**src/rtl/clk_check.sv**
```systemverilog
// Receive-side monitor for a divided clock: edge strobes, half-period measurement, lock/error status.
// Optional macro CLK_CHECK_STICKY_EN turns err_freq into a level held until sclr.
module clk_check #(
    parameter int unsigned FREQ_CLK    = 2_000_000,
    parameter int unsigned FREQ_OUT    = 250_000,
    parameter int unsigned TOL         = 1,
    parameter int unsigned LOCK_CNT    = 4,
    parameter int unsigned SYNC_STAGES = 2,
    localparam int unsigned HALF       = FREQ_CLK / FREQ_OUT / 2,
    localparam int unsigned LOST_MAX   = 2 * HALF + TOL,
    localparam int unsigned CW         = $clog2(LOST_MAX + 1)
) (
    input  logic          clk_in,
    input  logic          sclr,
    input  logic          sig_in,
    output logic          rise_stb,
    output logic          fall_stb,
    output logic [CW-1:0] period,
    output logic          period_vld,
    output logic          locked,
    output logic          err_freq,
    output logic          err_lost
);

    localparam int unsigned GW = (LOCK_CNT < 2) ? 1 : $clog2(LOCK_CNT);
    localparam int unsigned LO = (TOL >= HALF) ? 1 : HALF - TOL;
    localparam int unsigned HI = HALF + TOL;

    typedef enum logic [1:0] {
        IDLE = 2'd0,
        MEAS = 2'd1,
        LOCK = 2'd2,
        LOST = 2'd3
    } state_t;

    state_t                 state;
    state_t                 state_nxt;
    logic [GW-1:0]          good_cnt;
    logic [GW-1:0]          good_nxt;
    logic [SYNC_STAGES-1:0] sync;
    logic                   hist;
    logic                   sync_out;
    logic                   edge_det;
    logic [CW-1:0]          cnt;
    logic                   sat;
    logic                   m_good;
    logic                   upd;
    logic                   bad;

    assign sync_out = sync[SYNC_STAGES-1];
    assign edge_det = sync_out ^ hist;
    assign sat      = (cnt == CW'(LOST_MAX));
    assign m_good   = (cnt >= CW'(LO)) && (cnt <= CW'(HI));
    assign upd      = edge_det && ((state == MEAS) || (state == LOCK));
    assign bad      = upd && !m_good;

    // State register and good-measurement counter
    always_ff @(posedge clk_in) begin
        if (sclr) begin
            state    <= IDLE;
            good_cnt <= '0;
        end else begin
            state    <= state_nxt;
            good_cnt <= good_nxt;
        end
    end

    // Next-state: an edge always takes priority over the loss-of-clock timeout
    always_comb begin
        state_nxt = state;
        good_nxt  = good_cnt;
        case (state)
            IDLE: begin
                if (edge_det) begin
                    state_nxt = MEAS;
                    good_nxt  = '0;
                end else if (sat) begin
                    state_nxt = LOST;
                end
            end
            MEAS: begin
                if (edge_det) begin
                    if (!m_good) begin
                        good_nxt = '0;
                    end else if (good_cnt == GW'(LOCK_CNT - 1)) begin
                        state_nxt = LOCK;
                        good_nxt  = '0;
                    end else begin
                        good_nxt = good_cnt + GW'(1);
                    end
                end else if (sat) begin
                    state_nxt = LOST;
                end
            end
            LOCK: begin
                if (edge_det) begin
                    if (!m_good) begin
                        state_nxt = MEAS;
                        good_nxt  = '0;
                    end
                end else if (sat) begin
                    state_nxt = LOST;
                end
            end
            LOST: begin
                if (edge_det) begin
                    state_nxt = MEAS;
                    good_nxt  = '0;
                end
            end
            default: begin
                state_nxt = IDLE;
                good_nxt  = '0;
            end
        endcase
    end

    // Synchronizer, half-period counter and registered outputs
    always_ff @(posedge clk_in) begin
        if (sclr) begin
            sync       <= '0;
            hist       <= 1'b0;
            cnt        <= '0;
            rise_stb   <= 1'b0;
            fall_stb   <= 1'b0;
            period     <= '0;
            period_vld <= 1'b0;
            locked     <= 1'b0;
            err_freq   <= 1'b0;
            err_lost   <= 1'b0;
        end else begin
            sync <= {sync[SYNC_STAGES-2:0], sig_in};
            hist <= sync_out;
            if (edge_det) begin
                cnt <= CW'(1);
            end else if (!sat) begin
                cnt <= cnt + CW'(1);
            end
            rise_stb   <= edge_det & sync_out;
            fall_stb   <= edge_det & ~sync_out;
            if (upd) begin
                period <= cnt;
            end
            period_vld <= upd;
            locked     <= (state == LOCK);
            err_lost   <= (state == LOST);
`ifdef CLK_CHECK_STICKY_EN
            err_freq   <= err_freq | bad;
`else
            err_freq   <= bad;
`endif
        end
    end

endmodule

```
**config.mk**
```make
export PLATFORM = sky130hd
export DESIGN_NAME = clk_check
export DESIGN_NICKNAME = d
export VERILOG_FILES = /design/src/rtl/clk_check.sv
export SDC_FILE = /design/constraint.sdc
export NUM_CORES = 1
export LEC_CHECK = 0
export ABC_AREA = 1
export ABC_CLOCK_PERIOD_IN_PS = 1800
export CAP_MARGIN = 25
export CORE_UTILIZATION = 53
export DETAILED_ROUTE_END_ITERATION = 8
export PLACE_DENSITY = 0.75
export SKIP_CTS_REPAIR_TIMING = 1
export SLEW_MARGIN = 15
export SYNTH_ARGS = -nofsm -noshare
export SYNTH_HDL_FRONTEND = slang
export SYNTH_SLANG_ARGS = --single-unit
```
**constraint.sdc**
```tcl
create_clock -name clk_in -period 1.8 [get_ports clk_in]
set_clock_uncertainty 0.1 [all_clocks]
set_input_delay 0.27 -clock clk_in [delete_from_list [all_inputs] [get_ports clk_in]]
set_output_delay 0.27 -clock clk_in [all_outputs]
set_load 0.02 [all_outputs]
```
# Yosys cells after proc, flatten, opt, wreduce, memory -nomap -nowiden
# Index checks and enable logic that the tools add are counted.
[word_totals]
register_bits = 21
output_inout_bits = 10
elab_cells = 63
[op_classes]
addsub = 2
magnitude_cmp = 2
n_eq_ne = 14
n_mux = 18
bitwise = 4
reduce_logical = 10
[ops]
columns = ["op", "n"]
rows = [
  ["$mux W2", 14],
  ["$ne A2 B2 Y1 const B", 5],
  ["$pmux W2 S4", 1],
  ["$reduce_and A4 Y1", 2],
  ["$eq A2 B2 Y1 const B", 3],
  ["$ne A3 B3 Y1 const B", 2],
  ["$pmux W2 S3", 1],
  ["$add A4 B1 Y4 const B", 1],
  ["$eq A4 B4 Y1 const B", 1],
  ["$ge A4 B2 Y1 const B", 1],
  ["$le A4 B3 Y1 const B", 1],
  ["$reduce_or A2 Y1", 2],
  ["$logic_and A1 B1 Y1", 3],
  ["$ne A3 B2 Y1 const B", 1],
  ["$add A2 B1 Y2 const B", 1],
  ["$and A1 B1 Y1", 2],
  ["$eq A2 B1 Y1 const B", 1],
  ["$logic_not A2 Y1", 1],
  ["$mux W1", 2],
  ["$ne A2 B1 Y1 const B", 1],
  ["$logic_not A1 Y1", 1],
  ["$logic_or A1 B1 Y1", 1],
  ["$not A1 Y1", 1],
  ["$xor A1 B1 Y1", 1],
]

# Logic depth before layout (Yosys ltp)
[logic_depth]
depth_word = 5
depth_mapped = 10
mapped_depth_nobuf = 10

# Worst setup path before layout
# OpenSTA, ideal clock, no wires.
[synth_timing]
path_kind = "reg-to-reg"
from = "register sync[1]"
to = "register state[0]"
setup_time_ns = 0.113
t_arrival_ns = 1.264
slack_ns = 0.323
stages_incl_launch_ff = 10
n_path_buf = 1
period_less_slack_ns = 1.477
cell_sequence = "dfxtp_1 > inv_1 > ha_1 > buf_4 > inv_2 > o21ai_0 > nand2_1 > nand3_2 > nor2_1 > nor2_1"
[synth_via]
elab_chain_len = 3
word_cells_on_any_way = 10
[synth_rtl]
columns = ["item", "line", "text"]
rows = [
  ["from (decl)", "40", "logic [SYNC_STAGES-1:0] sync;"],
  ["from (signal assigned)", "132", "sync <= {sync[SYNC_STAGES-2:0], sig_in};"],
  ["$xor A1 B1 Y1 (*)", "51", "assign edge_det = sync_out ^ hist;"],
  ["$ne A3 B2 Y1 (no source line) (tied with other cells)", "--", ""],
  ["$reduce_and A4 Y1 (no source line) / $pmux W2 S4 (equally long branches)", "--", ""],
  ["to (signal assigned)", "63", "state <= state_nxt;"],
  ["to (decl)", "36", "state_t state;"],
]
# Mark *: on every way between the ends. The rest lies on a longest branch, timed or not.
# A chain may end at the register's enable or synchronous reset.

# Worst setup path after layout
[layout_timing]
from = "register period[0]"
to = "output port period[0]"
[layout_rtl]
columns = ["item", "line", "text"]
rows = [
  ["from (decl)", "18", "output logic [CW-1:0] period,"],
  ["from (signal assigned)", "142", "period <= cnt;"],
]
# No word-level cell between the ends.

==> impl_metrics.ini <==
[run_status]
status = finished clean

[job]
maxCapViolCount = 0

[place]
dpl_cell_area_um2 = 1180
finalWeightedCongestion = 0.828
portBuffers = 12
dp_hpwl_um = 1440

[layout]
synthToLayoutAreaGrowth_pct = 17.5
drive_gt1_share_pct = 11.5
final_nets = 162
insertedDiodeCount = 0
final_area_um2 = 1210

[timing]
worst_pin_slew_ps = 290
period_minus_slack_ps = 1630
slew_headroom_pct = 80.7
hold_viol_final = 0
fmax_mhz = 613
setup-tns-final_ps = 0
rsz0062_at_grt = false
drv_slew = 0
timing.final.crit_share_pct = 90.6
finalSetupViolCount = 0

[yosys]
synth_area_per_cell_um2 = 7.73
yosysWarnings = 0
ys_seq_elements = 21
synth_cells = 133
synth_nets = 146
syn_area_um2 = 1030
synth_cell_type_count = 20
synth-seq-area-share_pct = 40.9

[critical_path]
rrSetupSlack_ps = 180
critPathBufInv = 1
cp_max_fo = 2
crit_family = buffers and inverters
cp.required_ps = 1430
crit_path_end_kind = primary output
path_cells = clkdlybuf4s50_1
slowest_stage = clkdlybuf4s50_1
max_stage_delay_ps = 610
start_kind = register
worstSetupPathType = register to primary output
worstPathArrival_ps = 1260

[floorplanning]
die_area_um2 = 2120
coreArea_um2 = 1760
io_pins = 13
rows = 15
initial_core_util_pct = 58.3
die_h_um = 46.1
die_x_um = 46.1

[clock_tree]
cts_buffer_depth = 2
clockRootBuffer = clkbuf_4
clk-insertion-delay-late_ps = 290
tritoncts = done
cts_buffers = 3
clock_sinks = 21
path_clk_slew_ps = 120
htree_levels = 1

[min_path]
hold_path.class = register to register

[route]
drt_pre_antenna_iters = 4
avgViaCountPerCell = 4.87
initialDrtViolationCount = 27
final_antenna_net_count = 0
wirelength_um = 1840
drc = 0
routedWlPerCell_um = 10.6
via_count = 843

[grt]
antenna_found_initial = 0
grt_overflow = 0
grt_max_degree = 13
grt_pass1_wl_um = 3300
grtUsageTotal_pct = 21.7
first_global_vias = 773

[power_and_ir_drop]
power_frac_seq_pct = 55.7
p_comb_share_pct = 20.0
power.density_nw_per_um2 = 754
p_sw_uw = 267
switching_share_pct = 29.4
internal-power_uw = 644
power_leakage_uw = 0.000530
ir_worst_vdd_mv = 0.486
clkPwrFrac_pct = 24.3
-- routing by layer --
metal | global-route usage, % | vias up | part of all wire, %
met2 | 37.2 | 16 | 49
met1 | 27.4 | 378 | 46
met4 | 7.06 | 0 | 1.4
li1 | - | 445 | -
met5 | 0 | - | 0
met3 | 3.53 | 4 | 3.3
-- cell type report --
class                      instances  area (um2)
fill                             167         556
sequential                        21         420
multi-input combinational         88         519
timing repair buffer              13         128
clock inverter                     1        5.00
clock buffer                       3        22.5
inverter                          22        82.6
tap                               25        31.3
-- worst register-to-register path: stages, from the launching register on --
cell      delay [ps]
dfxtp_1          350
inv_1             60
ha_2             410
inv_2            100
nor2_1           190
nor2_1            80
nand3b_1         160
a21oi_1          120
-- power groups by stage --
stage	sequential, uW	clock [uW]	combinational (uW)
3_3_place_gp	518	0	174
5_1_grt	512	254	208
2_1_floorplan	525	0	124
3_5_place_dp	519	0	180
6_report	508	221	182
4_1_cts	508	233	181
-- path summary, 6_finish.rpt --
kind,from,end,cells after the start
max,period[0],period[0],1
min,sync[0],sync[1],2
max reg2reg,sync[1],good_cnt[0],7
min reg2reg,sync[0],sync[1],2
-- metrics by stage --
stage | std cells | utilization (%) | power (uW) | setup WS, ps | hold WS, ps
6_report | 173 | 68.5 | 911 | 168 | 314
5_1_grt | 173 | 68.5 | 974 | 24.3 | 360
4_1_cts | 173 | 68.2 | 922 | 108 | 314
3_5_place_dp | 169 | 66.7 | 698 | 149 | 297
3_3_place_gp | 169 | 66.7 | 692 | 200 | 295
2_1_floorplan | 133 | - | 648 | 323 | 239
-- cell families after synthesis --
| kind of cell | synth area share (%) |
|---|---|
| buf+inv | 9.12 |
| flops | 40.9 |
| fa+ha+maj | 12.2 |
| simple gates | 27.0 |
| compound gates | 10.8 |
-- synthesized netlist by cell type --
library cell | count | share of area, %
a21oi_1 | 10 | 4.9
buf_4 | 1 | 0.73
clkbuf_1 | 1 | 0.36
dfxtp_1 | 21 | 41
ha_1 | 10 | 12
inv_1 | 21 | 7.7
inv_2 | 1 | 0.36
nand2_1 | 16 | 5.8
nand2_2 | 1 | 0.61
nand2_4 | 2 | 2.2
nand3_1 | 9 | 4.4
nand3_2 | 2 | 1.9
nand3b_1 | 1 | 0.73
nor2_1 | 22 | 8.0
nor2_2 | 1 | 0.61
nor2_4 | 2 | 2.2
nor3_1 | 1 | 0.49
o21ai_0 | 9 | 4.4
o21ai_2 | 1 | 0.85
o21bai_1 | 1 | 0.73
-- registers in the layout (all words and copies together), names as in the netlist --
| register | count |
|---|---|
| cnt | 4 |
| err_freq | 1 |
| err_lost | 1 |
| fall_stb | 1 |
| good_cnt | 2 |
| hist | 1 |
| locked | 1 |
| period | 4 |
| period_vld | 1 |
| rise_stb | 1 |
| state | 2 |
| sync | 2 |
-- layout by cell type (no fill, tap or decap), types with 2 or more instances in the layout --
master           instances
inv_1                   21
nor2_1                  21
dfxtp_1                 21
nand2_1                 16
clkdlybuf4s50_1         12
a21oi_1                 10
nand3_1                  9
o21ai_0                  9
ha_1                     9
clkbuf_4                 3
nor2_2                   2
nor2_4                   2
nand3_2                  2
nand2_4                  2
No activity file was read; power rests on OpenSTA's default activity.
